==> src/rtl/uart_rx_fifo.sv <==
// uart_rx_fifo: first-word-fall-through receive FIFO with sticky error flags and level/timeout IRQs.
// Define UART_RX_FIFO_TIMEOUT_EN to build the idle-with-data timeout counter.
module uart_rx_fifo #(
  parameter int DEPTH_LOG2 = 4
) (
  input  logic                  Clock,
  input  logic                  Reset,
  input  logic                  RxReady,
  input  logic [7:0]            RxData,
  input  logic                  RxParityErr,
  input  logic                  RxFrameErr,
  input  logic                  RdEn,
  input  logic                  Flush,
  input  logic                  ErrClr,
  input  logic [DEPTH_LOG2:0]   ThresholdLevel,
  input  logic [15:0]           TimeoutLimit,
  output logic [7:0]            RdData,
  output logic                  Empty,
  output logic                  Full,
  output logic [DEPTH_LOG2:0]   Count,
  output logic                  Overrun,
  output logic                  ParityErrFlag,
  output logic                  FrameErrFlag,
  output logic                  LevelIrq,
  output logic                  TimeoutIrq
);
  localparam int DEPTH = 1 << DEPTH_LOG2;
  localparam int CW    = DEPTH_LOG2 + 1;
  localparam logic [DEPTH_LOG2-1:0] PTR_ONE  = DEPTH_LOG2'(1);
  localparam logic [CW-1:0]         CNT_ONE  = CW'(1);
  localparam logic [CW-1:0]         CNT_FULL = CW'(DEPTH);

  logic [7:0]            mem_q [DEPTH];
  logic [DEPTH_LOG2-1:0] wr_ptr_q, wr_ptr_d;
  logic [DEPTH_LOG2-1:0] rd_ptr_q, rd_ptr_d;
  logic [CW-1:0]         count_q, count_d;
  logic                  overrun_q, overrun_d;
  logic                  parity_err_q, parity_err_d;
  logic                  frame_err_q, frame_err_d;
  logic                  level_irq_q, level_irq_d;
  logic                  empty, full, pop, push, drop;
  logic [CW-1:0]         threshold;

  assign empty = (count_q == '0);
  assign full  = (count_q == CNT_FULL);
  // A full FIFO still accepts a byte when the head leaves in the same cycle.
  assign pop   = RdEn & ~empty & ~Flush;
  assign push  = RxReady & (~full | (RdEn & ~empty)) & ~Flush;
  assign drop  = RxReady & full & ~RdEn;
  assign threshold = (ThresholdLevel == '0) ? CNT_ONE : ThresholdLevel;

  always_comb begin
    wr_ptr_d = wr_ptr_q;
    rd_ptr_d = rd_ptr_q;
    count_d  = count_q;
    if (Flush) begin
      wr_ptr_d = '0;
      rd_ptr_d = '0;
      count_d  = '0;
    end else begin
      if (push) wr_ptr_d = wr_ptr_q + PTR_ONE;
      if (pop)  rd_ptr_d = rd_ptr_q + PTR_ONE;
      if (push && !pop)      count_d = count_q + CNT_ONE;
      else if (pop && !push) count_d = count_q - CNT_ONE;
    end
  end

  // Sticky flags: a set event beats ErrClr; Flush only clears the overrun flag.
  always_comb begin
    overrun_d    = overrun_q;
    parity_err_d = parity_err_q;
    frame_err_d  = frame_err_q;
    if (ErrClr) begin
      overrun_d    = 1'b0;
      parity_err_d = 1'b0;
      frame_err_d  = 1'b0;
    end
    if (drop)        overrun_d    = 1'b1;
    if (RxParityErr) parity_err_d = 1'b1;
    if (RxFrameErr)  frame_err_d  = 1'b1;
    if (Flush)       overrun_d    = 1'b0;
    level_irq_d = (count_q >= threshold);
  end

  always_ff @(posedge Clock or negedge Reset) begin
    if (!Reset) begin
      wr_ptr_q     <= '0;
      rd_ptr_q     <= '0;
      count_q      <= '0;
      overrun_q    <= 1'b0;
      parity_err_q <= 1'b0;
      frame_err_q  <= 1'b0;
      level_irq_q  <= 1'b0;
    end else begin
      wr_ptr_q     <= wr_ptr_d;
      rd_ptr_q     <= rd_ptr_d;
      count_q      <= count_d;
      overrun_q    <= overrun_d;
      parity_err_q <= parity_err_d;
      frame_err_q  <= frame_err_d;
      level_irq_q  <= level_irq_d;
    end
  end

  always_ff @(posedge Clock) begin
    if (push) mem_q[wr_ptr_q] <= RxData;
  end

`ifdef UART_RX_FIFO_TIMEOUT_EN
  logic [15:0] idle_cnt_q, idle_cnt_d;
  logic        timeout_irq_q, timeout_irq_d;
  logic        activity;

  assign activity = push | pop | Flush;

  always_comb begin
    idle_cnt_d = idle_cnt_q;
    if (activity || empty)             idle_cnt_d = '0;
    else if (idle_cnt_q < TimeoutLimit) idle_cnt_d = idle_cnt_q + 16'd1;
    timeout_irq_d = timeout_irq_q;
    if (TimeoutLimit == '0 || activity)             timeout_irq_d = 1'b0;
    else if (!empty && idle_cnt_q == TimeoutLimit) timeout_irq_d = 1'b1;
  end

  always_ff @(posedge Clock or negedge Reset) begin
    if (!Reset) begin
      idle_cnt_q    <= '0;
      timeout_irq_q <= 1'b0;
    end else begin
      idle_cnt_q    <= idle_cnt_d;
      timeout_irq_q <= timeout_irq_d;
    end
  end

  assign TimeoutIrq = timeout_irq_q;
`else
  logic unused_timeout_limit;
  assign unused_timeout_limit = ^TimeoutLimit;
  assign TimeoutIrq = 1'b0;
`endif

  assign RdData        = mem_q[rd_ptr_q];
  assign Empty         = empty;
  assign Full          = full;
  assign Count         = count_q;
  assign Overrun       = overrun_q;
  assign ParityErrFlag = parity_err_q;
  assign FrameErrFlag  = frame_err_q;
  assign LevelIrq      = level_irq_q;
endmodule

==> config.mk <==
export PLATFORM = sky130hd
export DESIGN_NAME = uart_rx_fifo
export DESIGN_NICKNAME = d
export VERILOG_FILES = /design/src/rtl/uart_rx_fifo.sv
export SDC_FILE = /design/constraint.sdc
export NUM_CORES = 1
export LEC_CHECK = 0
export CAP_MARGIN = 20
export CORE_ASPECT_RATIO = 1.4
export CORE_UTILIZATION = 64
export CTS_BUF_LIST = sky130_fd_sc_hd__clkbuf_2 sky130_fd_sc_hd__clkbuf_4 sky130_fd_sc_hd__clkbuf_8
export CTS_CLUSTER_SIZE = 40
export DETAILED_ROUTE_END_ITERATION = 6
export GPL_TIMING_DRIVEN = 0
export PLACE_DENSITY = 0.88
export SLEW_MARGIN = 10
export SYNTH_ARGS = -nofsm -noshare
export SYNTH_HDL_FRONTEND = slang
export SYNTH_SLANG_ARGS = --single-unit
export TNS_END_PERCENT = 100
==> constraint.sdc <==
create_clock -name Clock -period 4.9 [get_ports Clock]
set_clock_uncertainty 0.2 [all_clocks]
set_input_delay 1.225 -clock Clock [delete_from_list [all_inputs] [get_ports Clock]]
set_output_delay 1.225 -clock Clock [all_outputs]
set_load 0.02 [all_outputs]
Word level (Yosys, flattened, before mapping)

Memory sizes are Yosys's and may differ from the RTL's.
Cells that the tools add are included.
Widths: inputs -> output; s select.

Flip-flop bits (word level): 17
Output and inout bits: 20
RAM bits: 128
Memories: 1
Word-level logic and storage cells: 52

Memory list:

| memory | words | width | read ports | clocked after Yosys merged registers in | write ports | line | RTL |
|---|---|---|---|---|---|---|---|
| mem_q  | 16    | 8     | 1          | 0                                       | 1           | 33   | `logic [7:0] mem_q [DEPTH];` |

Eq/ne operators: 1
Bitwise operators: 11
Reductions and logical operators: 12
Magnitude comparators: 1
Mux-type cells: 15
Add/subtract/negate cells: 4

Operators by type and width:

| operator            | count |
|---|---|
| $mux 5              | 4 |
| $mux 4              | 4 |
| $logic_not 5->1     | 2 |
| $add 4x1->4 const B | 2 |
| $reduce_bool 2->1   | 4 |
| $mux 1              | 7 |
| $and 1x1->1         | 6 |
| $reduce_bool 3->1   | 2 |
| $add 5x1->5 const B | 1 |
| $eq 5x5->1 const B  | 1 |
| $ge 5x5->1          | 1 |
| $sub 5x1->5 const B | 1 |
| $not 1->1           | 4 |
| $logic_and 1x1->1   | 2 |
| $logic_not 1->1     | 2 |
| $or 1x1->1          | 1 |

Longest topological paths before layout

Depth in word-level cells: 11
Gate-level depth with buffers: 10
Depth with buffers taken out: 10

Least setup slack after synthesis

No wires, ideal clock.

Path type: input-to-reg
Start point: input port RdEn
End point: register count_q[4] (netlist: Count[4])
Path buffers: 0
Stages on the path: 9
Slack: 1.823 ns
Arrival: 2.795 ns
Required time: 4.618 ns
Setup time: 0.082 ns
Cells stage by stage: a21boi_1 > nor2_1 > nand2_1 > fa_1 > a21o_1 > a21o_1 > nor4_1 > a21oi_1 > a31oi_1

Cells in the longest elaborated chain, start to end: 7

Ends and longest elaborated chain:

| what                                                        | line   | RTL |
|---|---|---|
| start: declaration                                          | 12     | `input logic RdEn,` |
| $and 1x1->1 (*)                                             | 47, 48 |  |
| $or 1x1->1                                                  | 48     | `assign push = RxReady & (~full \| (RdEn & ~empty)) & ~Flush;` |
| $and 1x1->1 (2 in a row)                                    | 48     |  |
| $logic_and 1x1->1 / $logic_not 1->1 (equally long branches) | 63, 64 |  |
| $mux 5 / $logic_and 1x1->1 (equally long branches)          | 63, 64 |  |
| $mux 5 / $reduce_bool 3->1 (equally long branches)          | -      |  |
| end signal: assignment                                      | 97     | `count_q <= count_d;` |
| end: declaration                                            | 36     | `logic [CW-1:0] count_q, count_d;` |

Mark *: on every way between the ends. The rest lies on a longest branch, timed or not.
A chain may end at the register's enable or synchronous reset.

Worst setup path in the final report

Start point: register rd_ptr_q[0]
End point: output port RdData[4]

Cells in the longest elaborated chain, start to end: 1

Ends and longest elaborated chain:

| what                     | line | RTL |
|---|---|---|
| start: declaration       | 35   | `logic [DEPTH_LOG2-1:0] rd_ptr_q, rd_ptr_d;` |
| start signal: assignment | 96   | `rd_ptr_q <= rd_ptr_d;` |
| $mem_v2 16x8             | -    |  |
| end: declaration         | 17   | `output logic [7:0] RdData,` |

No other way between the ends.

==> results.py <==
metrics = {
    "synth": {
        "postSynthAreaPerCell_um2": 16.2,
        "yosysTopAreaCell": "edfxtp_1",
        "synth-edff-count": 128,
        "synth-simple-area-share_pct": 5.60,
        "synth_top_family_by_area": "multiplexers",
        "synthArstFlopShare_pct": 11.7,
        "synth_compound_area_share_pct": 6.38,
        "synth_top_cell_area_share_pct": 62.6,
        "synthFlopType": "edfxtp_1",
        "syn-cell-area_mm2": 0.00614,
        "syn-num-nets": 431,
        "synthAdderAreaFrac_pct": 3.18,
        "synth_xor_area_share_pct": 1.14,
        "ys_warn_count": 0,
        "synth-seq-cells": 145,
        "synth_mux_area_share_pct": 12.1,
        "ys_types": 47,
        "synth_area_leaders": "edfxtp_1, dfrtp_1, mux4_2, mux2i_1, ha_1",
        "synth_cells": 379,
        "synth-seq-area-share_pct": 69.5,
    },
    "layout": {
        "final_cell_mix": "edfxtp_1, clkdlybuf4s50_1, nor2_1, mux2i_1, nand2_1",
        "final_core_util_pct": 76.4,
        "seq_area_mm2": 0.00427,
        "fin_cells": 557,
        "syn2layout_area_growth_pct": 14.3,
        "multi_input_area_mm2": 0.00175,
        "nNetsFinal": 489,
        "fin_area_mm2": 0.00702,
        "nFillCells": 511,
        "drive_above_1_share_pct": 16.0,
        "layout_commonest_cell": "edfxtp_1",
        "diodes": 0,
    },
    "sta": {
        "period_share_pct": 91.8,
        "fin_setup_tns_ns": 0,
        "tightest_slew_ns": 0.859,
        "finalHoldViolations": 0,
        "relSlewSlack_pct": 42.5,
        "rsz0062_at_grt": "false",
        "max_freq_mhz": 222,
        "slew_violations": 0,
        "min_period_ns": 4.50,
        "setup_violations": 0,
    },
    "drt": {
        "drc_errors": 0,
        "via_per_inst": 6.28,
        "vias": 3500,
        "drt-total-wl_um": 12300,
        "drt_pass1_iterations": 5,
        "antenna_left": 0,
        "avgRoutedWirePerCell_um": 22.1,
        "drtIter0Drc": 256,
    },
    "power": {
        "finalPower_mw": 3.08,
        "p_per_area_mw_per_mm2": 438,
        "power.leakage_nw": 2.43,
        "peakVddDrop_v": 0.000325,
    },
    "floorplan": {
        "num_rows": 41,
        "ios": 57,
        "dieArea_mm2": 0.0100,
        "coreArea_mm2": 0.00918,
        "start_util_pct": 66.9,
        "die_y_um": 118,
        "die_width_um": 84.8,
    },
    "placement": {
        "placed_area_mm2": 0.00667,
        "place.port_buffers": 39,
        "gp_congestion": 0.802,
        "place_inst": 525,
        "hpwl_um": 8600,
    },
    "clock_network": {
        "clk_pin_slew_ns": 0.08,
        "cts_setup_buffers": 0,
        "postCtsHoldBufs": 0,
        "htree_levels": 4,
        "root_buffer": "clkbuf_8",
        "clk_path_buf_depth": 2,
        "cts_sinks": 145,
        "cts_tree": "yes",
        "numCtsBuffers": 17,
        "cts_resized": 0,
        "clk_latency_ns": 0.44,
    },
    "global_route": {
        "grt_remaining_overflow": 0,
        "grt_pass1_wl_um": 19500,
        "grt_pass1_vias": 3576,
        "antenna_found_initial": 0,
        "grt_use_total_pct": 27.2,
        "grt_max_degree": 18,
    },
    "critical_path": {
        "start_kind": "register",
        "endpoint_kind": "output port",
        "cp.required_ns": 3.47,
        "crit_arrival_ns": 3.07,
        "r2r_slack_ns": 1.50,
        "cp_max_fo": 10,
        "critPathKind": "register to output port",
    },
    "run": {
        "drv_cap": 0,
    },
    "min_path": {
        "hold_path_class": "register to register",
    },
    "run_status": {
        "outcome": "finished clean",
    },
}
power by group:
group          switching [mW]  internal, mW  leakage [nW]
Combinational           0.414         0.387         0.874
Clock                   0.441         0.395         0.176
Sequential             0.0547          1.38          1.38
Total                   0.910          2.17          2.43
layout make-up:
type / instances / area share (%)
sequential: 145 / 60.8
multi-input combinational: 207 / 24.9
timing repair buffer: 39 / 5.56
clock buffer: 17 / 3.33
tap: 107 / 1.91
clock inverter: 15 / 1.71
buffer: 17 / 1.19
inverter: 10 / 0.535
logic make-up (layout without fill, tap and decap cells):
family,count (synthesis),count (layout)
flops,145,145
simple gates,72,72
compound gates,58,58
mux,53,53
buf+inv,27,98
fa+ha+maj,15,15
xor+xnor,8,8
other cells,1,1
per-layer routing:
metal  routed length, um  share of wire [%]  vias up  GRT usage [%]
li1                    -                  -     1570              -
met1                4760                 39     1725           33.2
met2                6410                 52      176           45.4
met3                 671                5.5       29           6.73
met4                 469                3.8        0           13.2
met5                   0                  0        -              0
state kept, by name (all words and copies together) (netlist names):
name	cells
Overrun	1
ParityErrFlag	1
rd_ptr_q	4
mem_q	128
FrameErrFlag	1
Count	5
wr_ptr_q	4
LevelIrq	1
worst max-delay path: stages, from the launching register on:
cell	delay, ns
dfrtp_1	0.35
buf_2	0.16
buf_2	0.35
buf_2	0.36
mux2i_1	0.12
a21oi_1	0.39
o21ai_0	0.17
nand2_1	0.12
clkdlybuf4s50_1	0.61
synthesized netlist by cell type (3+ instances only):
master,instances
ha_1,14
o21ai_0,17
inv_1,10
xor2_1,4
mux2_1,4
a21oi_1,13
nor2b_1,3
clkbuf_1,7
xnor2_1,4
mux2_2,8
a221oi_1,8
mux2i_1,25
nand3_1,3
edfxtp_1,128
buf_2,7
dfrtp_1,17
mux4_2,16
nand2_1,18
a22oi_1,9
a21o_1,4
nor2_1,34
worst paths after layout:
path / from / depth (start not counted) / to
worst min-delay path: ParityErrFlag / 1 / ParityErrFlag
worst max register to register: Count[2] / 10 / Count[4]
max in group asynchronous: Reset / 1 / wr_ptr_q[1]
min in group asynchronous: Reset / 1 / Count[1]
worst max-delay path: rd_ptr_q[0] / 8 / RdData[4]
worst min register to register: ParityErrFlag / 1 / ParityErrFlag
metrics by stage:
step           hold slack (ns)  setup slack [ns]
6_report                 0.280             0.403
2_1_floorplan            0.352              1.82
4_1_cts                  0.285             0.415
5_1_grt                  0.305             0.225
3_5_place_dp             0.268             0.806
3_3_place_gp             0.263             0.966
No activity file was read; power rests on OpenSTA's default activity.
